<file path="src/rtl/clk_gen_multi.sv">
// Multi-channel divided-clock generator with per-channel divide/phase and a PLL-style locked flag.
// All outputs are registered from the counter values written on the same edge.
module clk_gen_multi #(
  parameter int NUM_CH      = 2,
  parameter int CNT_W       = 16,
  parameter int DEF_DIV     = 4,
  parameter int LOCK_CYCLES = 16
) (
  input  logic                    clk,
  input  logic                    rst_n,
  input  logic                    en,
  input  logic [NUM_CH*CNT_W-1:0] cfg_div,
  input  logic [NUM_CH*CNT_W-1:0] cfg_phase,
  input  logic                    cfg_load,
  output logic [NUM_CH-1:0]       clk_out,
  output logic [NUM_CH-1:0]       tick_out,
  output logic                    locked
);

  localparam int LOCK_W = (LOCK_CYCLES > 1) ? $clog2(LOCK_CYCLES) : 1;
  localparam logic [LOCK_W-1:0] LOCK_LAST = LOCK_W'(LOCK_CYCLES - 1);
  localparam logic [CNT_W-1:0]  DIV_MIN   = CNT_W'(2);
  localparam logic [CNT_W-1:0]  DIV_RST   = CNT_W'(DEF_DIV);

  localparam logic [1:0] ST_IDLE    = 2'd0;
  localparam logic [1:0] ST_LOCKING = 2'd1;
  localparam logic [1:0] ST_LOCKED  = 2'd2;

  logic [1:0]        state_reg, state_next;
  logic [LOCK_W-1:0] lock_cnt_reg, lock_cnt_next;
  logic              run_next;
  logic              locked_reg;

  logic [CNT_W-1:0] div_reg   [NUM_CH];
  logic [CNT_W-1:0] div_next  [NUM_CH];
  logic [CNT_W-1:0] phase_reg [NUM_CH];
  logic [CNT_W-1:0] phase_next[NUM_CH];
  logic [CNT_W-1:0] cnt_reg   [NUM_CH];
  logic [CNT_W-1:0] cnt_next  [NUM_CH];
  logic [NUM_CH-1:0] clk_out_reg, clk_out_next;
  logic [NUM_CH-1:0] tick_out_reg, tick_out_next;

  // en has priority over cfg_load; a load while running always restarts the lock count.
  always_comb begin
    state_next    = state_reg;
    lock_cnt_next = lock_cnt_reg;
    if (!en) begin
      state_next    = ST_IDLE;
      lock_cnt_next = '0;
    end else if (cfg_load) begin
      state_next    = ST_LOCKING;
      lock_cnt_next = '0;
    end else begin
      case (state_reg)
        ST_IDLE: begin
          state_next    = ST_LOCKING;
          lock_cnt_next = '0;
        end
        ST_LOCKING: begin
          if (lock_cnt_reg == LOCK_LAST) begin
            state_next = ST_LOCKED;
          end else begin
            lock_cnt_next = lock_cnt_reg + LOCK_W'(1);
          end
        end
        ST_LOCKED: state_next = ST_LOCKED;
        default: begin
          state_next    = ST_IDLE;
          lock_cnt_next = '0;
        end
      endcase
    end
  end

  assign run_next = (state_next != ST_IDLE);

  genvar gi;
  generate
    for (gi = 0; gi < NUM_CH; gi++) begin : g_ch
      logic [CNT_W-1:0] div_raw, phase_raw, div_eff, phase_eff;

      assign div_raw   = cfg_div[gi*CNT_W +: CNT_W];
      assign phase_raw = cfg_phase[gi*CNT_W +: CNT_W];
      assign div_eff   = (div_raw < DIV_MIN) ? DIV_MIN : div_raw;
      assign phase_eff = (phase_raw < div_eff) ? phase_raw : '0;

      assign div_next[gi]   = cfg_load ? div_eff : div_reg[gi];
      assign phase_next[gi] = cfg_load ? phase_eff : phase_reg[gi];

      // Counter parks at the start phase whenever the channel is not free-running.
      always_comb begin
        cnt_next[gi] = cnt_reg[gi];
        if (!en || cfg_load || (state_reg == ST_IDLE)) begin
          cnt_next[gi] = phase_next[gi];
        end else if (cnt_reg[gi] == div_reg[gi] - CNT_W'(1)) begin
          cnt_next[gi] = '0;
        end else begin
          cnt_next[gi] = cnt_reg[gi] + CNT_W'(1);
        end
      end

      // Outputs decode the value being written now, so they lead the counter by no cycle.
      assign clk_out_next[gi]  = run_next && (cnt_next[gi] < (div_next[gi] >> 1));
      assign tick_out_next[gi] = run_next && (cnt_next[gi] == '0);
    end
  endgenerate

  always_ff @(posedge clk or negedge rst_n) begin
    if (!rst_n) begin
      state_reg    <= ST_IDLE;
      lock_cnt_reg <= '0;
      locked_reg   <= 1'b0;
      clk_out_reg  <= '0;
      tick_out_reg <= '0;
      for (int i = 0; i < NUM_CH; i++) begin
        div_reg[i]   <= DIV_RST;
        phase_reg[i] <= '0;
        cnt_reg[i]   <= '0;
      end
    end else begin
      state_reg    <= state_next;
      lock_cnt_reg <= lock_cnt_next;
      locked_reg   <= (state_next == ST_LOCKED);
      clk_out_reg  <= clk_out_next;
      tick_out_reg <= tick_out_next;
      for (int i = 0; i < NUM_CH; i++) begin
        div_reg[i]   <= div_next[i];
        phase_reg[i] <= phase_next[i];
        cnt_reg[i]   <= cnt_next[i];
      end
    end
  end

  assign clk_out  = clk_out_reg;
  assign tick_out = tick_out_reg;
  assign locked   = locked_reg;

endmodule

</file>
<file path="config.mk">
export PLATFORM = sky130hd
export DESIGN_NAME = clk_gen_multi
export DESIGN_NICKNAME = d
export VERILOG_FILES = /design/src/rtl/clk_gen_multi.sv
export SDC_FILE = /design/constraint.sdc
export NUM_CORES = 1
export LEC_CHECK = 0
export BUFFER_PORTS_ARGS = -buffer_cell sky130_fd_sc_hd__buf_2
export CORE_ASPECT_RATIO = 2
export CORE_MARGIN = 10
export CORE_UTILIZATION = 45
export DETAILED_ROUTE_END_ITERATION = 8
export PLACE_DENSITY_LB_ADDON = 0.1
export RECOVER_POWER = 50
export SETUP_SLACK_MARGIN = 0.2
export SYNTH_ARGS = -nofsm -noshare
export SYNTH_HDL_FRONTEND = slang
export SYNTH_SLANG_ARGS = --single-unit
</file>
<file path="constraint.sdc">
create_clock -name clk -period 8.13 [get_ports clk]
set_input_delay 0.4065 -clock clk [delete_from_list [all_inputs] [get_ports clk]]
set_output_delay 0.4065 -clock clk [all_outputs]
set_load 0.05 [all_outputs]
</file>
==> key figures <==
Flow run
  • Max Cap Viol: 2

Run status
  • Status: finished, violations left
  • Failing checks: capacitance limit, slew limit

Cells and area
  • Area grow syn2layout: 10.5%
  • Fillcell total: 1635
  • Final nets: 1008
  • Number of antenna cells inserted: 0
  • Share of layout cells above drive strength 1: 0.110

Min path
  • HP Start: en
  • Hold WC Path Type: in -> reg
  • Hold Path Stages: 2

Logic synthesis
  • Cell count after synthesis: 824
  • Post-synth ARST share: 1.00
  • Mapped cell area: 7410 um^2
  • EDFF count, synth: 0
  • Commonest cells in the netlist: dfrtp_1 (105), inv_1 (71), ha_1 (63), nand2_1 (63), nor2_1 (55)
  • Avg Inst Size Synth: 8.99 um^2
  • Synthesized Nets: 955
  • Leading area contributor after synthesis: dfrtp_1
  • Most instantiated library cell after synthesis: dfrtp_1
  • Yosys top cell area share: 0.355
  • Top FF cell, synth: dfrtp_1
  • Synth warnings: 0
  • Synthesized flop and latch total: 107
  • Area contributors post-synth: dfrtp_1 (35%), ha_1 (11%), xnor2_1 (5.0%)
  • Seq/Total Area, Yosys: 0.362
  • Synth unique cells: 64

Setup path
  • R2R Setup Slk: 2.84 ns
  • Required time of the critical path: 7.64 ns
  • FF-to-FF End: clk_out[0]
  • Slowest stage delay, CP: 2.95 ns
  • Buf/Inv on CP: 2
  • Worst Setup EP: cnt_reg[4]
  • CP arrival: 4.80 ns
  • Crit path depth: 2
  • Worst reg-to-reg path cell count: 12
  • Cells along the critical path: clkbuf_1 > clkbuf_1
  • R2R Path Start: div_reg[20]
  • Critical path origin: rst_n
  • Startpoint types: input port
  • CP dominant cell by count: clkbuf_1
  • Worst path slowest cell: clkbuf_1
  • Critical path class: in -> async
  • Critical path fanouts, max: 73
  • Crit end category: async pin
  • Largest delay share family, worst path: buffers and inverters

STA
  • Fin. Hold Viols: 0
  • Worst Tran Pin Value: 4.08 ns
  • Tmin final: 5.29 ns
  • Layout Skew: 0.00919 ns
  • WHS: 0.318 ns
  • Unrepaired setup endpoints after global routing: false
  • Max-slew violations: 110
  • Setup TNS: 0 ns
  • Peak Freq: 189 MHz
  • Final Cycle Share: 0.650
  • Setup Viol. Count Final: 0
  • Slew Limit Headroom: -1.72

Global route
  • First-pass GRT wire length: 39900 um
  • Initial antenna violation count: 0
  • Largest net degree at the start of global routing: 74
  • Grt ovf: 0
  • Vias in the first global route: 7134
  • Total Routing Usage GR: 0.229

CTS
  • PostCTS Resize Cnt: 0
  • Worst-case clock buffer depth: 2
  • Clock tree root buffer cell: clkbuf_16
  • Num CTS Buffers: 9
  • CTS tree: yes
  • CTS sink count: 107
  • Clk pin slew, worst setup/hold paths: 0.07 ns
  • Setup Buffers After CTS: 0
  • Worst-Skew Late Latency: 0.36 ns
  • CTS H-tree depth: 3
  • CTS Hold Bufs: 0

Placement
  • Final GP Congestion: 0.977
  • IO Port Bufs: 72
  • DPL Wire Length: 21000 um

Routing
  • Antenna Nets Post-Route: 0
  • Vias/cell: 6.05
  • Initial DRC Count: 315
  • # DRC: 0
  • Initial DRT Pass Iterations: 4
  • DR vias: 6575
  • Drt wl/cell: 24.0 um
  • Routed WL: 26000 um

Die
  • Core area: 16200 um^2
  • # rows: 66
  • Io pins: 73
  • Starting Density: 0.458
  • Chip Width: 111 um
  • DIE HEIGHT: 201 um
  • Die area: 22300 um^2

Power
  • Pwr Density: 182 nW/um^2
  • Max VDD drop: 0.117 mV
  • Static Leakage: 3.77 nW
## placed cells by master (no fill, tap or decap), types with 8 or more instances in the layout
cell       synthesis  layout
and3_1             8       8
nor3_1            16      16
nor4_1            25      25
a31oi_1            8       8
a21oi_1           29      29
a21o_1             8       8
nand3_1           23      23
dfrtp_1          105     105
nand4_1           18      18
nand2_1           63      63
mux2i_1           26      26
or4_1              9       9
xor2_1            25      25
inv_1             71      71
a22o_1            33      33
buf_2              3      64
o21ai_0           50      49
xnor2_1           42      42
clkbuf_16          0       9
nand2b_1           8       8
nor2_1            55      55
ha_1              63      63
clkbuf_1          30      11
o2bb2ai_1         10      10
## per-layer routing
layer	wire length [um]	vias up	track usage	part of all wire
li1	-	3087	-	-
met1	8320	3224	0.193	0.32
met2	15100	179	0.463	0.58
met3	674	85	0.0289	0.026
met4	1930	0	0.168	0.074
met5	0	-	0	0
## area by class of cell
| type | count | area (um^2) | share of cell area |
|---|---|---|---|
| Inverter | 72 | 270 | 0.0330 |
| Tap cell | 204 | 255 | 0.0312 |
| Clock inverter | 5 | 30.0 | 0.00367 |
| Clock buffer | 11 | 233 | 0.0284 |
| Timing Repair Buffer | 79 | 399 | 0.0488 |
| Sequential cell | 107 | 2680 | 0.327 |
| Multi-Input combinational cell | 608 | 4320 | 0.528 |
## power by group
part	total [mW]	internal [mW]	leakage (nW)	switching, mW
Clock	0.412	0.207	0.125	0.205
Sequential	0.668	0.588	1.34	0.0800
Combinational	0.410	0.166	2.30	0.244
Total	1.49	0.961	3.77	0.530
## logic make-up after synthesis
group | Yosys count | synth area share
XOR/XNOR | 67 | 0.0792
adder cells (fa/ha/maj) | 63 | 0.106
flip-flops | 107 | 0.362
AND/OR/NAND/NOR | 260 | 0.182
multiplexers | 28 | 0.0382
buffers and inverters | 109 | 0.0557
AO/OA/AOI/OAI | 190 | 0.177
## stage by stage
step | power, mW | area, um^2 | std cells | setup slack (ns) | utilization
detailed placement | 1.08 | 7940 | 1070 | 2.71 | 0.490
floorplan | 0.924 | 7410 | 824 | 3.99 | -
global placement | 1.08 | 7940 | 1070 | 2.83 | 0.490
CTS | 1.50 | 8200 | 1086 | 2.91 | 0.507
finish | 1.49 | 8190 | 1086 | 2.84 | 0.506
global route | 1.57 | 8190 | 1086 | 1.83 | 0.506
## worst min path at each step
stage	to	slack, ns
6_report	state_reg[0]	0.32
5_1_grt	state_reg[0]	0.32
4_1_cts	cnt_reg[28]	0.007
3_5_place_dp	tick_out[0]	0.40
3_3_place_gp	phase_reg[31]	0.39
2_1_floorplan	clk_out[0]	0.11
Note: power is estimated with default switching activity, not from simulation.
